`src/rtl/logic_op_sequencer_if.sv`:
```
// Operand interface between the logic-op sequencer and its environment:
// control handshake, register-file ports and logic-unit ports.
// zero is present only when LOGIC_SEQ_ZERO_FLAG_EN is defined.
interface logic_op_sequencer_if #(
    parameter int unsigned DATA_W = 16,
    parameter int unsigned ADDR_W = 4
);
    logic              start;
    logic [1:0]        op;
    logic [ADDR_W-1:0] src1_addr;
    logic [ADDR_W-1:0] src2_addr;
    logic [ADDR_W-1:0] dst_addr;
    logic              busy;
    logic              done;
    logic [ADDR_W-1:0] rf_raddr;
    logic [DATA_W-1:0] rf_rdata;
    logic              rf_we;
    logic [ADDR_W-1:0] rf_waddr;
    logic [DATA_W-1:0] rf_wdata;
    logic [DATA_W-1:0] lu_inp1;
    logic [DATA_W-1:0] lu_inp2;
    logic [1:0]        lu_op;
    logic [DATA_W-1:0] lu_out;
`ifdef LOGIC_SEQ_ZERO_FLAG_EN
    logic              zero;
`endif

    // Sequencer side
    modport master (
        input  start, op, src1_addr, src2_addr, dst_addr, rf_rdata, lu_out,
        output busy, done, rf_raddr, rf_we, rf_waddr, rf_wdata,
               lu_inp1, lu_inp2, lu_op
`ifdef LOGIC_SEQ_ZERO_FLAG_EN
        , output zero
`endif
    );

    // Control unit / register file / logic unit side
    modport slave (
        output start, op, src1_addr, src2_addr, dst_addr, rf_rdata, lu_out,
        input  busy, done, rf_raddr, rf_we, rf_waddr, rf_wdata,
               lu_inp1, lu_inp2, lu_op
`ifdef LOGIC_SEQ_ZERO_FLAG_EN
        , input zero
`endif
    );
endinterface

```
`src/rtl/logic_op_sequencer.sv`:
```
// Issue/writeback sequencer: reads two registers, drives a registered logic
// unit, waits LU_LATENCY cycles, writes the result back. Optional result-zero
// flag enabled by defining LOGIC_SEQ_ZERO_FLAG_EN.
module logic_op_sequencer #(
    parameter int unsigned DATA_W     = 16,
    parameter int unsigned ADDR_W     = 4,
    parameter int unsigned LU_LATENCY = 1   // legal range 1..15
) (
    input  logic                 clk,
    input  logic                 rst,
    logic_op_sequencer_if.master bus
);
    localparam int unsigned CNT_W  = 4;
    localparam logic [1:0]  OP_NOT = 2'd3;

    typedef enum logic [2:0] {
        S_IDLE,
        S_RD1,
        S_RD2,
        S_LOAD,
        S_EXEC,
        S_WB
    } state_e;

    state_e            state_q;
    logic [1:0]        op_q;
    logic [ADDR_W-1:0] src2_q;
    logic [ADDR_W-1:0] dst_q;
    logic [DATA_W-1:0] opa_q;
    logic [CNT_W-1:0]  cnt_q;
    logic              busy_q;
    logic              done_q;
    logic              rf_we_q;
    logic [ADDR_W-1:0] rf_raddr_q;
    logic [ADDR_W-1:0] rf_waddr_q;
    // lu_inp2_q doubles as the opb operand register
    logic [DATA_W-1:0] lu_inp1_q;
    logic [DATA_W-1:0] lu_inp2_q;
    logic [1:0]        lu_op_q;
`ifdef LOGIC_SEQ_ZERO_FLAG_EN
    logic              zero_q;
`endif

    always_ff @(posedge clk) begin
        if (rst) begin
            state_q    <= S_IDLE;
            op_q       <= 2'd0;
            src2_q     <= '0;
            dst_q      <= '0;
            opa_q      <= '0;
            cnt_q      <= '0;
            busy_q     <= 1'b0;
            done_q     <= 1'b0;
            rf_we_q    <= 1'b0;
            rf_raddr_q <= '0;
            rf_waddr_q <= '0;
            lu_inp1_q  <= '0;
            lu_inp2_q  <= '0;
            lu_op_q    <= 2'd0;
`ifdef LOGIC_SEQ_ZERO_FLAG_EN
            zero_q     <= 1'b0;
`endif
        end else begin
            case (state_q)
                S_IDLE: begin
                    if (bus.start) begin
                        op_q       <= bus.op;
                        src2_q     <= bus.src2_addr;
                        dst_q      <= bus.dst_addr;
                        rf_raddr_q <= bus.src1_addr;
                        busy_q     <= 1'b1;
                        state_q    <= S_RD1;
                    end
                end
                S_RD1: begin
                    rf_raddr_q <= src2_q;
                    state_q    <= S_RD2;
                end
                S_RD2: begin
                    opa_q   <= bus.rf_rdata;
                    state_q <= S_LOAD;
                end
                S_LOAD: begin
                    // Operands reach the logic unit here and stay put until WB ends
                    lu_inp1_q <= opa_q;
                    lu_inp2_q <= (op_q == OP_NOT) ? '0 : bus.rf_rdata;
                    lu_op_q   <= op_q;
                    cnt_q     <= CNT_W'(LU_LATENCY - 1);
                    state_q   <= S_EXEC;
                end
                S_EXEC: begin
                    if (cnt_q == '0) begin
                        rf_we_q    <= 1'b1;
                        done_q     <= 1'b1;
                        rf_waddr_q <= dst_q;
                        state_q    <= S_WB;
                    end else begin
                        cnt_q <= cnt_q - CNT_W'(1);
                    end
                end
                S_WB: begin
                    rf_we_q <= 1'b0;
                    done_q  <= 1'b0;
                    busy_q  <= 1'b0;
`ifdef LOGIC_SEQ_ZERO_FLAG_EN
                    zero_q  <= (bus.lu_out == '0);
`endif
                    state_q <= S_IDLE;
                end
                default: state_q <= S_IDLE;
            endcase
        end
    end

    assign bus.busy     = busy_q;
    assign bus.done     = done_q;
    assign bus.rf_we    = rf_we_q;
    assign bus.rf_raddr = rf_raddr_q;
    assign bus.rf_waddr = rf_waddr_q;
    // Logic-unit result passes straight through during the WB cycle only
    assign bus.rf_wdata = rf_we_q ? bus.lu_out : '0;
    assign bus.lu_inp1  = lu_inp1_q;
    assign bus.lu_inp2  = lu_inp2_q;
    assign bus.lu_op    = lu_op_q;
`ifdef LOGIC_SEQ_ZERO_FLAG_EN
    assign bus.zero     = zero_q;
`endif

endmodule

```
`src/flat_wrapper.sv`:
```
// flat-port wrapper written by rule: the top's interface ports become plain ports
module logic_op_sequencer_flat 
#(
    parameter int unsigned DATA_W     = 16,
    parameter int unsigned ADDR_W     = 4,
    parameter int unsigned LU_LATENCY = 1                       
)
  (clk, rst, bus_start, bus_op, bus_src1_addr, bus_src2_addr, bus_dst_addr, bus_rf_rdata, bus_lu_out, bus_busy, bus_done, bus_rf_raddr, bus_rf_we, bus_rf_waddr, bus_rf_wdata, bus_lu_inp1, bus_lu_inp2, bus_lu_op);
  logic_op_sequencer_if #(.DATA_W(DATA_W), .ADDR_W(ADDR_W)) bus_i ();
  input  logic clk;
  input  logic rst;
  input wire logic [$bits(bus_i.start)-1:0] bus_start;
  input wire logic [$bits(bus_i.op)-1:0] bus_op;
  input wire logic [$bits(bus_i.src1_addr)-1:0] bus_src1_addr;
  input wire logic [$bits(bus_i.src2_addr)-1:0] bus_src2_addr;
  input wire logic [$bits(bus_i.dst_addr)-1:0] bus_dst_addr;
  input wire logic [$bits(bus_i.rf_rdata)-1:0] bus_rf_rdata;
  input wire logic [$bits(bus_i.lu_out)-1:0] bus_lu_out;
  output wire logic [$bits(bus_i.busy)-1:0] bus_busy;
  output wire logic [$bits(bus_i.done)-1:0] bus_done;
  output wire logic [$bits(bus_i.rf_raddr)-1:0] bus_rf_raddr;
  output wire logic [$bits(bus_i.rf_we)-1:0] bus_rf_we;
  output wire logic [$bits(bus_i.rf_waddr)-1:0] bus_rf_waddr;
  output wire logic [$bits(bus_i.rf_wdata)-1:0] bus_rf_wdata;
  output wire logic [$bits(bus_i.lu_inp1)-1:0] bus_lu_inp1;
  output wire logic [$bits(bus_i.lu_inp2)-1:0] bus_lu_inp2;
  output wire logic [$bits(bus_i.lu_op)-1:0] bus_lu_op;
  assign bus_i.start = bus_start;
  assign bus_i.op = bus_op;
  assign bus_i.src1_addr = bus_src1_addr;
  assign bus_i.src2_addr = bus_src2_addr;
  assign bus_i.dst_addr = bus_dst_addr;
  assign bus_i.rf_rdata = bus_rf_rdata;
  assign bus_i.lu_out = bus_lu_out;
  assign bus_busy = bus_i.busy;
  assign bus_done = bus_i.done;
  assign bus_rf_raddr = bus_i.rf_raddr;
  assign bus_rf_we = bus_i.rf_we;
  assign bus_rf_waddr = bus_i.rf_waddr;
  assign bus_rf_wdata = bus_i.rf_wdata;
  assign bus_lu_inp1 = bus_i.lu_inp1;
  assign bus_lu_inp2 = bus_i.lu_inp2;
  assign bus_lu_op = bus_i.lu_op;
  logic_op_sequencer #(.DATA_W(DATA_W), .ADDR_W(ADDR_W), .LU_LATENCY(LU_LATENCY)) u_core (.clk(clk), .rst(rst), .bus(bus_i));
endmodule
```
`config.mk`:
```
export PLATFORM = sky130hd
export DESIGN_NAME = logic_op_sequencer_flat
export DESIGN_NICKNAME = d
export VERILOG_FILES = /design/src/rtl/logic_op_sequencer_if.sv /design/src/rtl/logic_op_sequencer.sv /design/src/flat_wrapper.sv
export SDC_FILE = /design/constraint.sdc
export NUM_CORES = 1
export LEC_CHECK = 0
export CAP_MARGIN = 5
export CORE_MARGIN = 5
export CORE_UTILIZATION = 56
export DETAILED_ROUTE_END_ITERATION = 8
export DONT_BUFFER_PORTS = 1
export MAX_ROUTING_LAYER = met4
export PLACE_DENSITY = 0.79
export SETUP_SLACK_MARGIN = 0.15
export SYNTH_ARGS = -nofsm -noshare
export SYNTH_HDL_FRONTEND = slang
export SYNTH_SLANG_ARGS = --single-unit
```
`constraint.sdc`:
```
create_clock -name clk -period 1.55 [get_ports clk]
set_clock_uncertainty 0.05 [all_clocks]
set_input_delay 0.0775 -clock clk [delete_from_list [all_inputs] [get_ports clk]]
set_output_delay 0.0775 -clock clk [all_outputs]
set_load 0.02 [all_outputs]
```
Word-level counts from Yosys, hierarchy flattened
Index checks and enable logic that the tools add are counted.
{"block": "word_totals", "register_bits": 77, "input_bits": 49, "out_inout_bits": 61, "elab_cells": 49}
{"block": "classes", "add_sub_neg": 1, "n_eq_ne": 9, "mux": 13, "n_reduce_logical": 13}
{"op": "2-to-1 mux 16 bit", "count": 2}
{"op": "case mux 4 bit (2 select lines)", "count": 2}
{"op": "case mux 3 bit (5 select lines)", "count": 1}
{"op": "AND reduction 2 bit", "count": 7}
{"op": "2-to-1 mux 4 bit", "count": 2}
{"op": "nonzero test 2 bit", "count": 4}
{"op": "equality test 3 x 2 -> 1 bit, second input constant", "count": 2}
{"op": "equality test 3 bit, second input constant", "count": 2}
{"op": "2-to-1 mux 3 bit", "count": 2}
{"op": "logical NOT 4 bit", "count": 1}
{"op": "inequality test 2 bit, second input constant", "count": 2}
{"op": "case mux 1 bit (2 select lines)", "count": 2}
{"op": "subtractor 4 x 1 -> 4 bit, second input constant", "count": 1}
{"op": "equality test 3 x 1 -> 1 bit, second input constant", "count": 1}
{"op": "logical NOT 3 bit", "count": 1}
{"op": "equality test 2 bit, second input constant", "count": 1}
{"op": "2-to-1 mux 1 bit", "count": 2}
{"op": "inequality test 2 x 1 -> 1 bit, second input constant", "count": 1}

Logic depth before layout (Yosys ltp)
Gate-level depths: netlist of run 1.
{"block": "depth", "depth_word": 3, "ltp_mapped": 6, "depth_no_buf": 5}

Worst setup path before layout of run 1
Ideal clock, no wire load.
{"block": "synth_path", "kind": "register to register", "from": "register u_core.cnt_q[0]", "to": "register u_core.cnt_q[3]", "setup_ps": 132, "arrival_time_ps": 1375, "required_time_ps": 1368, "slack_ps": -8, "stages_incl_launch_ff": 6, "path_buffers": 0, "synth_period_minus_slack_ps": 1558, "path_cell_list": "dfxtp_1 > inv_1 > ha_1 > nor3b_1 > or4_1 > a31oi_1"}
{"block": "synth_between", "elab_chain_cells": 3, "elab_cells_between_ends": 6, "cone_classes": "add/sub (1); eq/ne (1); mux (2); reduce/logical (2)"}
{"element": "start: declaration", "line_no": "logic_op_sequencer.sv:30", "source": "logic [CNT_W-1:0] cnt_q;"}
{"element": "start signal: assignment", "line_no": "logic_op_sequencer.sv:88", "source": "cnt_q <= CNT_W'(LU_LATENCY - 1);"}
{"element": "start signal: assignment", "line_no": "logic_op_sequencer.sv:98", "source": "cnt_q <= cnt_q - CNT_W'(1);"}
{"element": "subtractor 4 x 1 -> 4 bit or logical NOT 4 bit (tied branches)", "line_no": "logic_op_sequencer.sv:98, logic_op_sequencer.sv:92"}
{"element": "2-to-1 mux 4 bit or inequality test 2 bit (tied branches)"}
{"element": "case mux 4 bit (2 select lines) or AND reduction 2 bit (tied branches)"}
Several ways; a longest one is shown, not always the timed one. The select of a mux whose other input is x is not followed.
A chain may end at the register's enable or synchronous reset.

Final worst setup path of run 1
{"block": "layout_path", "from": "register u_core.state_q[1]", "to": "register u_core.cnt_q[3]"}
{"block": "layout_between", "elab_chain_cells": 3, "elab_cells_between_ends": 6, "cone_classes": "eq/ne (3); mux (1); reduce/logical (2)"}
{"element": "start: declaration", "line_no": "logic_op_sequencer.sv:25", "source": "state_e state_q;"}
{"element": "start signal: assignment", "line_no": "logic_op_sequencer.sv:46", "source": "state_q <= S_IDLE;"}
{"element": "start signal: assignment", "line_no": "logic_op_sequencer.sv:72", "source": "state_q <= S_RD1;"}
{"element": "start signal: assignment", "line_no": "logic_op_sequencer.sv:77", "source": "state_q <= S_RD2;"}
{"element": "equality test 3 bit or equality test 3 x 2 -> 1 bit (tied branches)", "line_no": "logic_op_sequencer.sv:64", "source": "case (state_q)"}
{"element": "inequality test 2 bit (no line) or nonzero test 2 bit (tied branches)"}
{"element": "AND reduction 2 bit (no line)"}
Several ways; a longest one is shown, not always the timed one.

==> flow_summary.json, run 1 <==
{
  "status": "finished with violations",
  "failed_checks": "hold timing, setup timing",
  "yosysTopAreaCell": "dfxtp_1",
  "async_reset_ff_share_pct": 0,
  "synth_area_um2": 3010,
  "post-place-ws_ps": 1.78,
  "cts.clk_slew.worst_paths_ps": 80,
  "yosys-top-cells-area": "dfxtp_1 (51%), nand2_1 (13%), a21oi_1 (11%)",
  "total_power_w": 0.00436,
  "reg2reg_from": "u_core.state_q[1]",
  "place.port_buffers": 0,
  "gp_congestion": 0.803,
  "hpwlAfterDp_mm": 4.84,
  "die_y_um": 83.4,
  "tns_ps": -25.9,
  "htreeDepth": 3,
  "synth.distinct_cells": 30,
  "yosysWarnings": 0,
  "maxSlewViolCount": 0,
  "finalHoldViolations": 77,
  "cp.arrival_ps": 1800,
  "end_kind": "flip-flop",
  "dr_total_vias": 2764,
  "finalNonFillerCells": 472,
  "clock_sinks": 77,
  "rsz0062_at_grt": "yes",
  "r2r_setup_slack_ps": -30,
  "syn_area_per_cell_um2": 7.97,
  "nNetsFinal": 448,
  "dr.first_iter.drc_count": 255,
  "ys_top_cells_by_count": "nand2_1 (105), dfxtp_1 (77), a21oi_1 (68)",
  "setup_viol": 1,
  "reg2reg_to": "u_core.cnt_q[3]",
  "crit_path_start": "u_core.state_q[1]",
  "synth.net_count": 429,
  "fmax_mhz": 635,
  "grt_max_degree": 78,
  "fin_util_pct": 75.1,
  "grt_overflow_total": 0,
  "wl_per_cell_um": 18.2,
  "ioPinCount": 110,
  "finalWirelength_mm": 8.60,
  "start_util_pct": 58.2,
  "drt_first_pass_iters": 5,
  "cp-endpoint": "u_core.cnt_q[3]",
  "powerDensity_nw_per_um2": 1120,
  "p_leak_nw": 1.40,
  "fin_ws_ps": -25.9,
  "antenna_found_initial": 0,
  "synth_top_area_share_pct": 51.2,
  "clk_root_buffer_cell": "clkbuf_8",
  "fin_crit_sh_pct": 102,
  "clock_latency_ps": 350,
  "area_delta_synth_final_pct": 29.0,
  "tightest_slew_ps": 606,
  "ant_nets": 0,
  "diodes": 0,
  "grt_pass1_wl_mm": 11.7,
  "cap_viol_max_count": 0,
  "ys_dominant_reg_cell": "dfxtp_1",
  "relSlewSlack_pct": 59.5,
  "worstPathRequired_ps": 1770,
  "syn_inst": 378,
  "synth_edf_count": 0,
  "criticalPathCategory": "reg2reg",
  "die-area_um2": 6950,
  "drt-vias-per-instance": 5.86,
  "track_usage_pct": 21.1,
  "drive_gt1_share_pct": 29.6,
  "hp-class": "in2reg",
  "cts_inserted_buffers": 9,
  "cts_tree": "yes",
  "yosys.cell_count.top_type": "nand2_1",
  "first_global_vias": 2372,
  "ys_ff_latch": 77,
  "placed_cells_incl_taps": 437,
  "worstSetupStartpointType": "flip-flop",
  "core_area_um2": 5170,
  "die_w_um": 83.4,
  "period_needed_ps": 1580,
  "rr_worst_depth": 3,
  "drc": 0,
  "hold_slack_ps": -264,
  "cts_buffer_depth": 2,
  "worstPathMaxFanout": 3,
  "ys_seq_area_share_pct": 51.2,
  "ir_worst_vdd_uv": 942,
  "rows": 26
}
## timing repair
| item | in CTS | in global routing |
|---|---|---|
| pin swaps | 3 | 44 |
| setup buffers | 2 | 9 |
| endpoints found under the setup margin | 38 | 66 |
| resized for setup | 12 | 77 |
| cloned | 0 | 8 |
| hold endpoints to repair | 77 | 77 |
## cells by family (layout without fill, tap and decap cells)
logic type                 count (synthesis)  in the layout  synth area share [%]
xor gates and xnor gates                   1              1                 0.291
adders and majority gates                  2              2                 0.830
AOI/OAI and AO/OA                         81             81                  14.1
and+or+nand+nor                          183            183                  28.9
buffers and inverters                     34             58                  4.69
DFF                                       77             77                  51.2
## final cells by class
class	count	area [µm²]
sequential	77	1550
tap	70	87.6
clock buffer	9	124
timing repair buffer	39	443
fill	358	1290
multi-input combinational	267	1590
clock inverter	7	80.1
inverter	3	11.3
## state kept, by name (all words and copies together), names as in the netlist
register / flops
u_core.dst_q: 4
u_core.bus.lu_op: 2
u_core.src2_q: 4
u_core.state_q: 3
u_core.bus.rf_raddr: 4
u_core.op_q: 2
u_core.bus.rf_waddr: 4
u_core.bus.busy: 1
u_core.bus.done: 1
u_core.bus.lu_inp1: 16
u_core.cnt_q: 4
u_core.opa_q: 16
u_core.bus.lu_inp2: 16
## routing by layer
metal | wire (µm) | share of wire (%) | global-route usage [%]
met5 | 0 | 0 | -
met4 | 134 | 1.6 | 5.94
met3 | 757 | 8.8 | 7.92
met2 | 4390 | 51 | 33.5
met1 | 3320 | 39 | 25.0
## how the worst min path moves through the flow
| stage | startpoint | slack, ps | endpoint | cells after the start |
|---|---|---|---|---|
| after floorplan | bus_dst_addr[0] | 160 | u_core.dst_q[0] | 2 |
| after global routing | rst | -300 | u_core.bus.lu_inp1[0] | 1 |
| after global placement | rst | 100 | u_core.dst_q[1] | 1 |
| after detailed placement | rst | 100 | u_core.bus.lu_op[0] | 1 |
| after CTS | rst | -280 | u_core.opa_q[10] | 1 |
| final | rst | -260 | u_core.bus.lu_op[0] | 1 |
## metrics by stage
stage | hold slack [ps] | instance area (µm²)
after global routing | -295 | 3890
final | -264 | 3890
after CTS | -282 | 3410
after global placement | 103 | 3170
after detailed placement | 104 | 3170
after floorplan | 163 | 3040
## critical path: stages (launching register included)
cell and delay (ps):
dfxtp_4 370, or3b_4 390, or4_4 530, a31oi_2 170
## where the power goes
group          internal [W]  total [W]  switching (W)
Combinational      0.000296   0.000603       0.000306
Sequential          0.00208    0.00220       0.000125
Clock              0.000766    0.00155       0.000788
## cell usage in the layout, fill, tap and decap left out, types with 3 or more instances in the layout
cell type  instances
nand3_1           23
or3b_4             3
o211ai_1           3
a21oi_2           26
buf_12             4
clkbuf_16          4
a21oi_1           42
nor3_1             6
dfxtp_2            5
nand2_2            3
nand2_4           10
nor4_1             4
and2_1            16
buf_4             23
nand2_1           92
clkbuf_8           9
buf_6              8
nor2_1             6
nand3b_1           3
dfxtp_1           71
Power figures use the tool's default switching activity.
==> run 2, diff against run 1 <==
SKIP_LAST_GASP = 1   (was unset)
==> flow_summary.json, run 2 (synthesis results as in run 1) <==
{
  "comb_power_share_pct": 13.7,
  "start_util_pct": 58.2,
  "drt_first_pass_iters": 5,
  "wl_met3_um": 761,
  "hold_slack_ps": -268,
  "grt_max_degree": 78,
  "fin_ws_ps": -23.4,
  "place.port_buffers": 0,
  "fin_crit_sh_pct": 102,
  "reg2reg_from": "u_core.state_q[1]",
  "ir_worst_vdd_uv": 933,
  "finalNonFillerCells": 472,
  "fill_cells": 360,
  "die_y_um": 83.4,
  "pwr-share-seq_pct": 50.6,
  "hold_depth": 1,
  "gp_congestion": 0.803,
  "criticalPathCategory": "reg2reg",
  "die_w_um": 83.4,
  "cts_buffer_depth": 2,
  "mostFrequentLayoutCells": "nand2_1 (92), dfxtp_1 (71), a21oi_1 (42)",
  "cts.clk_slew.worst_paths_ps": 80,
  "hp-class": "in2reg",
  "p_clk_share_pct": 35.7,
  "period_needed_ps": 1570,
  "tightest_slew_ps": 603,
  "rows": 26,
  "dr_total_vias": 2773,
  "drc": 0,
  "fmax_mhz": 636,
  "clock_sinks": 77,
  "grt_pass1_wl_mm": 11.7,
  "htreeDepth": 3,
  "cp.arrival_ps": 1790,
  "drt-vias-per-instance": 5.88,
  "r2r_setup_slack_ps": -20,
  "core_area_um2": 5170,
  "worstSetupStartpointType": "flip-flop",
  "end_kind": "flip-flop",
  "power_switching_w": 0.00121,
  "finalHoldViolations": 77,
  "powerDensity_nw_per_um2": 1120,
  "rr_worst_depth": 3,
  "ioPinCount": 110,
  "final_common_cell": "nand2_1",
  "worstPathMaxFanout": 3,
  "setup_viol": 1,
  "swShare_pct": 27.9,
  "clk_root_buffer_cell": "clkbuf_8",
  "m1WireLength_mm": 3.34,
  "track_usage_pct": 21.1,
  "failed_checks": "hold timing, setup timing",
  "cts_tree": "yes",
  "worstPathRequired_ps": 1770,
  "antenna_found_initial": 0,
  "dr.first_iter.drc_count": 294,
  "area_delta_synth_final_pct": 28.4,
  "status": "finished with violations",
  "wl_per_cell_um": 18.1,
  "diodes": 0,
  "post-place-ws_ps": 1.78,
  "first_global_vias": 2372,
  "die-area_um2": 6950,
  "placed_cells_incl_taps": 437,
  "rsz0062_at_grt": "yes",
  "clock_latency_ps": 350,
  "ant_nets": 0,
  "tns_ps": -23.4,
  "topRoutingLayerUsed": "met4",
  "cap_viol_max_count": 0,
  "p_leak_nw": 1.39,
  "nNetsFinal": 448,
  "p_int_w": 0.00313,
  "finish.instance_area_um2": 3870,
  "reg2reg_to": "u_core.cnt_q[3]",
  "hp-start": "rst",
  "dr_wl_met2_mm": 4.31,
  "placed_area_um2": 3170,
  "hpwlAfterDp_mm": 4.84,
  "maxSlewViolCount": 0,
  "min_to": "u_core.bus.lu_op[0]",
  "cts_inserted_buffers": 9,
  "drive_gt1_share_pct": 29.1,
  "grt_overflow_total": 0,
  "relSlewSlack_pct": 59.7,
  "finalWirelength_mm": 8.57
}
run 2: cell counts in the layout (fill, tap and decap cells not counted):
Identical to the previous run, type by type.
run 2: how the worst max path moves through the flow:
stage | from | endpoint | slack, ps
2_1_floorplan | u_core.cnt_q[0] | u_core.state_q[0] | 50
3_5_place_dp | u_core.cnt_q[0] | u_core.state_q[0] | 2
3_3_place_gp | u_core.cnt_q[0] | u_core.state_q[0] | 70
4_1_cts | u_core.state_q[0] | u_core.cnt_q[3] | 40
6_report | u_core.state_q[1] | u_core.cnt_q[3] | -20
5_1_grt | u_core.state_q[1] | u_core.cnt_q[3] | -70
run 2: final cells by class:
cell class / instances / area, µm² / share of cell area (%)
clock inverter: 7 / 80.1 / 2.07
clock buffer: 9 / 124 / 3.20
multi-input combinational: 267 / 1570 / 40.7
inverter: 3 / 11.3 / 0.291
tap: 70 / 87.6 / 2.26
timing repair buffer: 39 / 439 / 11.4
sequential: 77 / 1550 / 40.1
run 2: repair_timing:
item / in CTS / in global routing
gates cloned: 0 / 8
gates resized for setup: 12 / 72
buffers inserted: 2 / 9
pin swaps: 3 / 41
setup endpoints to repair: 38 / 66
hold endpoints to repair: 77 / 77
run 2: worst max-delay path, cell delays in order, from the launching register on:
cell and delay [ps]:
dfxtp_4 370, or3b_4 390, or4_4 530, a31oi_2 170
run 2: metal layers:
layer | up-vias | GRT usage [%]
met4 | 0 | 5.94
met3 | 17 | 7.92
met1 | 1297 | 25.0
met2 | 154 | 33.5
li1 | 1305 | -
met5 | - | -
run 2: power groups by stage:
stage | Clock (W) | Combinational, W | Sequential (W)
after floorplan | 0 | 0.000310 | 0.00221
after global placement | 0 | 0.000382 | 0.00222
after detailed placement | 0 | 0.000392 | 0.00223
after CTS | 0.00158 | 0.000394 | 0.00218
after global routing | 0.00167 | 0.000642 | 0.00221
final | 0.00155 | 0.000595 | 0.00220
run 2: metrics by stage:
stage | power, W | utilization [%]
floorplan | 0.00252 | -
global placement | 0.00261 | 61.2
detailed placement | 0.00262 | 61.2
CTS | 0.00416 | 65.9
global route | 0.00452 | 74.8
finish | 0.00435 | 74.8
==> run 3, diff against run 2 <==
ABC_AREA = 1   (was unset)
CELL_PAD_IN_SITES_DETAIL_PLACEMENT = 0   (was unset)
CELL_PAD_IN_SITES_GLOBAL_PLACEMENT = 1   (was unset)
CORE_UTILIZATION = 39   (was 56)
clock period = 1.3 ns   (was 1.55 ns; I/O delays follow)
==> flow_summary.json, run 3 <==
{
  "criticalPathCategory": "reg2reg",
  "min_to": "u_core.bus.rf_waddr[3]",
  "rows": 31,
  "period_needed_ps": 1230,
  "clock_latency_ps": 340,
  "yosys.cell_count.top_type": "nand2_1",
  "start_util_pct": 40.2,
  "die_w_um": 96.5,
  "yosysWarnings": 0,
  "status": "completed",
  "clock_sinks": 77,
  "synth_compound_area_share_pct": 19.4,
  "dr_total_vias": 2604,
  "drt_first_pass_iters": 6,
  "dr_wl_met2_mm": 3.89,
  "synth_xor_area_share_pct": 0,
  "cap_viol_max_count": 0,
  "yosys-top-cells-area": "dfxtp_1 (53%), nand2_1 (12%), o21ai_0 (11%)",
  "reg2reg_to": "u_core.dst_q[2]",
  "hp-start": "rst",
  "rr_worst_depth": 5,
  "hpwlAfterDp_mm": 4.64,
  "ys_dominant_reg_cell": "dfxtp_1",
  "cts_buffer_depth": 2,
  "ant_nets": 0,
  "cts.clk_slew.worst_paths_ps": 80,
  "finalHoldViolations": 0,
  "die_y_um": 96.5,
  "placed_cells_incl_taps": 473,
  "ys_top_cells_by_count": "nand2_1 (97), dfxtp_1 (77), o21ai_0 (64)",
  "r2r_setup_slack_ps": 70,
  "synthMuxAreaShare_pct": 0,
  "synth_area_um2": 2920,
  "reg2reg_from": "u_core.state_q[2]",
  "htreeDepth": 3,
  "ioPinCount": 110,
  "cts_tree": "yes",
  "ir_worst_vdd_uv": 661,
  "m1WireLength_mm": 3.20,
  "drc": 0,
  "worstPathRequired_ps": 1490,
  "first_global_vias": 2336,
  "synth_top_area_share_pct": 52.8,
  "grt_pass1_wl_mm": 11.0,
  "finalNonFillerCells": 537,
  "ys_ff_latch": 77,
  "multi_input_area_um2": 1350,
  "die-area_um2": 9320,
  "diodes": 0,
  "fmax_mhz": 812,
  "synthAdderAreaFrac_pct": 0.857,
  "end_kind": "flip-flop",
  "dr.first_iter.drc_count": 82,
  "topRoutingLayerUsed": "met4",
  "maxSlewViolCount": 0,
  "relSlewSlack_pct": 62.4,
  "cts_inserted_buffers": 9,
  "worstSetupStartpointType": "flip-flop",
  "post-place-ws_ps": -32.4,
  "synth.distinct_cells": 24,
  "synth_edf_count": 0,
  "syn_inst": 382,
  "track_usage_pct": 15.8,
  "area_delta_synth_final_pct": 41.6,
  "yosysTopAreaCell": "dfxtp_1",
  "synth_top_family_by_area": "compound AO/OA/AOI/OAI gates",
  "setup_viol": 0,
  "rsz0062_at_grt": "yes",
  "synth.net_count": 433,
  "ys_seq_area_share_pct": 52.8,
  "fin_crit_sh_pct": 94.7,
  "hold_depth": 4,
  "place.port_buffers": 0,
  "cp.arrival_ps": 1420,
  "drive_gt1_share_pct": 26.5,
  "tightest_slew_ps": 561,
  "p_leak_nw": 1.75,
  "antenna_found_initial": 0,
  "nNetsFinal": 484,
  "tns_ps": 0,
  "fill_cells": 676,
  "synth-simple-area-share_pct": 16.7,
  "grt_overflow_total": 0,
  "clk_root_buffer_cell": "clkbuf_8",
  "syn_area_per_cell_um2": 7.64,
  "worstPathMaxFanout": 18,
  "gp_congestion": 0.736,
  "fin_ws_ps": 68.7,
  "finalWirelength_mm": 7.68,
  "regArea_um2": 1560,
  "grt_max_degree": 35,
  "drt-vias-per-instance": 4.85,
  "mostFrequentLayoutCells": "nand2_1 (74), dfxtp_1 (71), o21ai_1 (41)",
  "wl_met3_um": 440,
  "hp-class": "in2reg",
  "powerDensity_nw_per_um2": 1330,
  "async_reset_ff_share_pct": 0,
  "core_area_um2": 7250,
  "wl_per_cell_um": 14.3,
  "final_common_cell": "nand2_1"
}
## run 3: metrics by stage
step	instance area [µm²]	total power (W)	utilization, %	hold WS (ps)
after floorplan	2940	0.00318	-	156
after global placement	3110	0.00333	42.9	79.7
after detailed placement	3110	0.00335	42.9	82.3
after CTS	3750	0.00532	51.8	-178
after global routing	4130	0.00579	57.0	92.2
final	4130	0.00548	57.0	89.3
## run 3: report_power, final
group	leakage (nW)	switching [W]	internal (W)
Clock	0.0972	0.000861	0.000951
Combinational	1.02	0.000534	0.000424
Sequential	0.630	0.000179	0.00254
Total	1.75	0.00157	0.00391
## run 3: layer usage
metal / up-vias / global-route usage, %
li1: 1320 / -
met5: - / -
met3: 13 / 4.73
met2: 75 / 25.4
met4: 0 / 8.18
met1: 1196 / 17.6
## run 3: worst max path at each step
stage,start,slack (ps),depth (start not counted),endpoint
finish,u_core.state_q[2],70,5,u_core.dst_q[2]
global placement,u_core.state_q[0],10,6,u_core.bus.rf_raddr[0]
detailed placement,u_core.state_q[0],-30,6,u_core.bus.rf_raddr[0]
floorplan,u_core.state_q[0],140,6,u_core.dst_q[0]
global route,u_core.state_q[2],-0.6,5,u_core.dst_q[2]
CTS,u_core.state_q[0],100,5,u_core.op_q[1]
## run 3: area by class of cell
class	count	area share (%)
inverter	54	5.45
sequential	77	37.7
multi-input combinational	231	32.6
clock inverter	4	1.33
tap	99	3.00
clock buffer	12	3.51
timing repair buffer	60	16.4
## run 3: what timing repair did
item | 4_1_cts | 5_1_grt
buffers inserted | 5 | 6
hold buffers | 31 | 1
resized for setup | 32 | 115
hold endpoints to repair | 54 | 3
endpoints found under the setup margin | 86 | 92
pin swaps | 11 | 11
cloned | 0 | 5
## run 3: critical path, cell delays in order (launching register included)
cell and delay (ps):
dfxtp_4 390, nor2_4 160, nand3_4 130, buf_12 180, o21ai_1 140, a21oi_1 70
## run 3: cells by family after synthesis
family | after synthesis
flip-flops | 77
adder cells (fa/ha/maj) | 2
AND/OR/NAND/NOR | 117
buffers and inverters | 74
AO/OA/AOI/OAI | 112
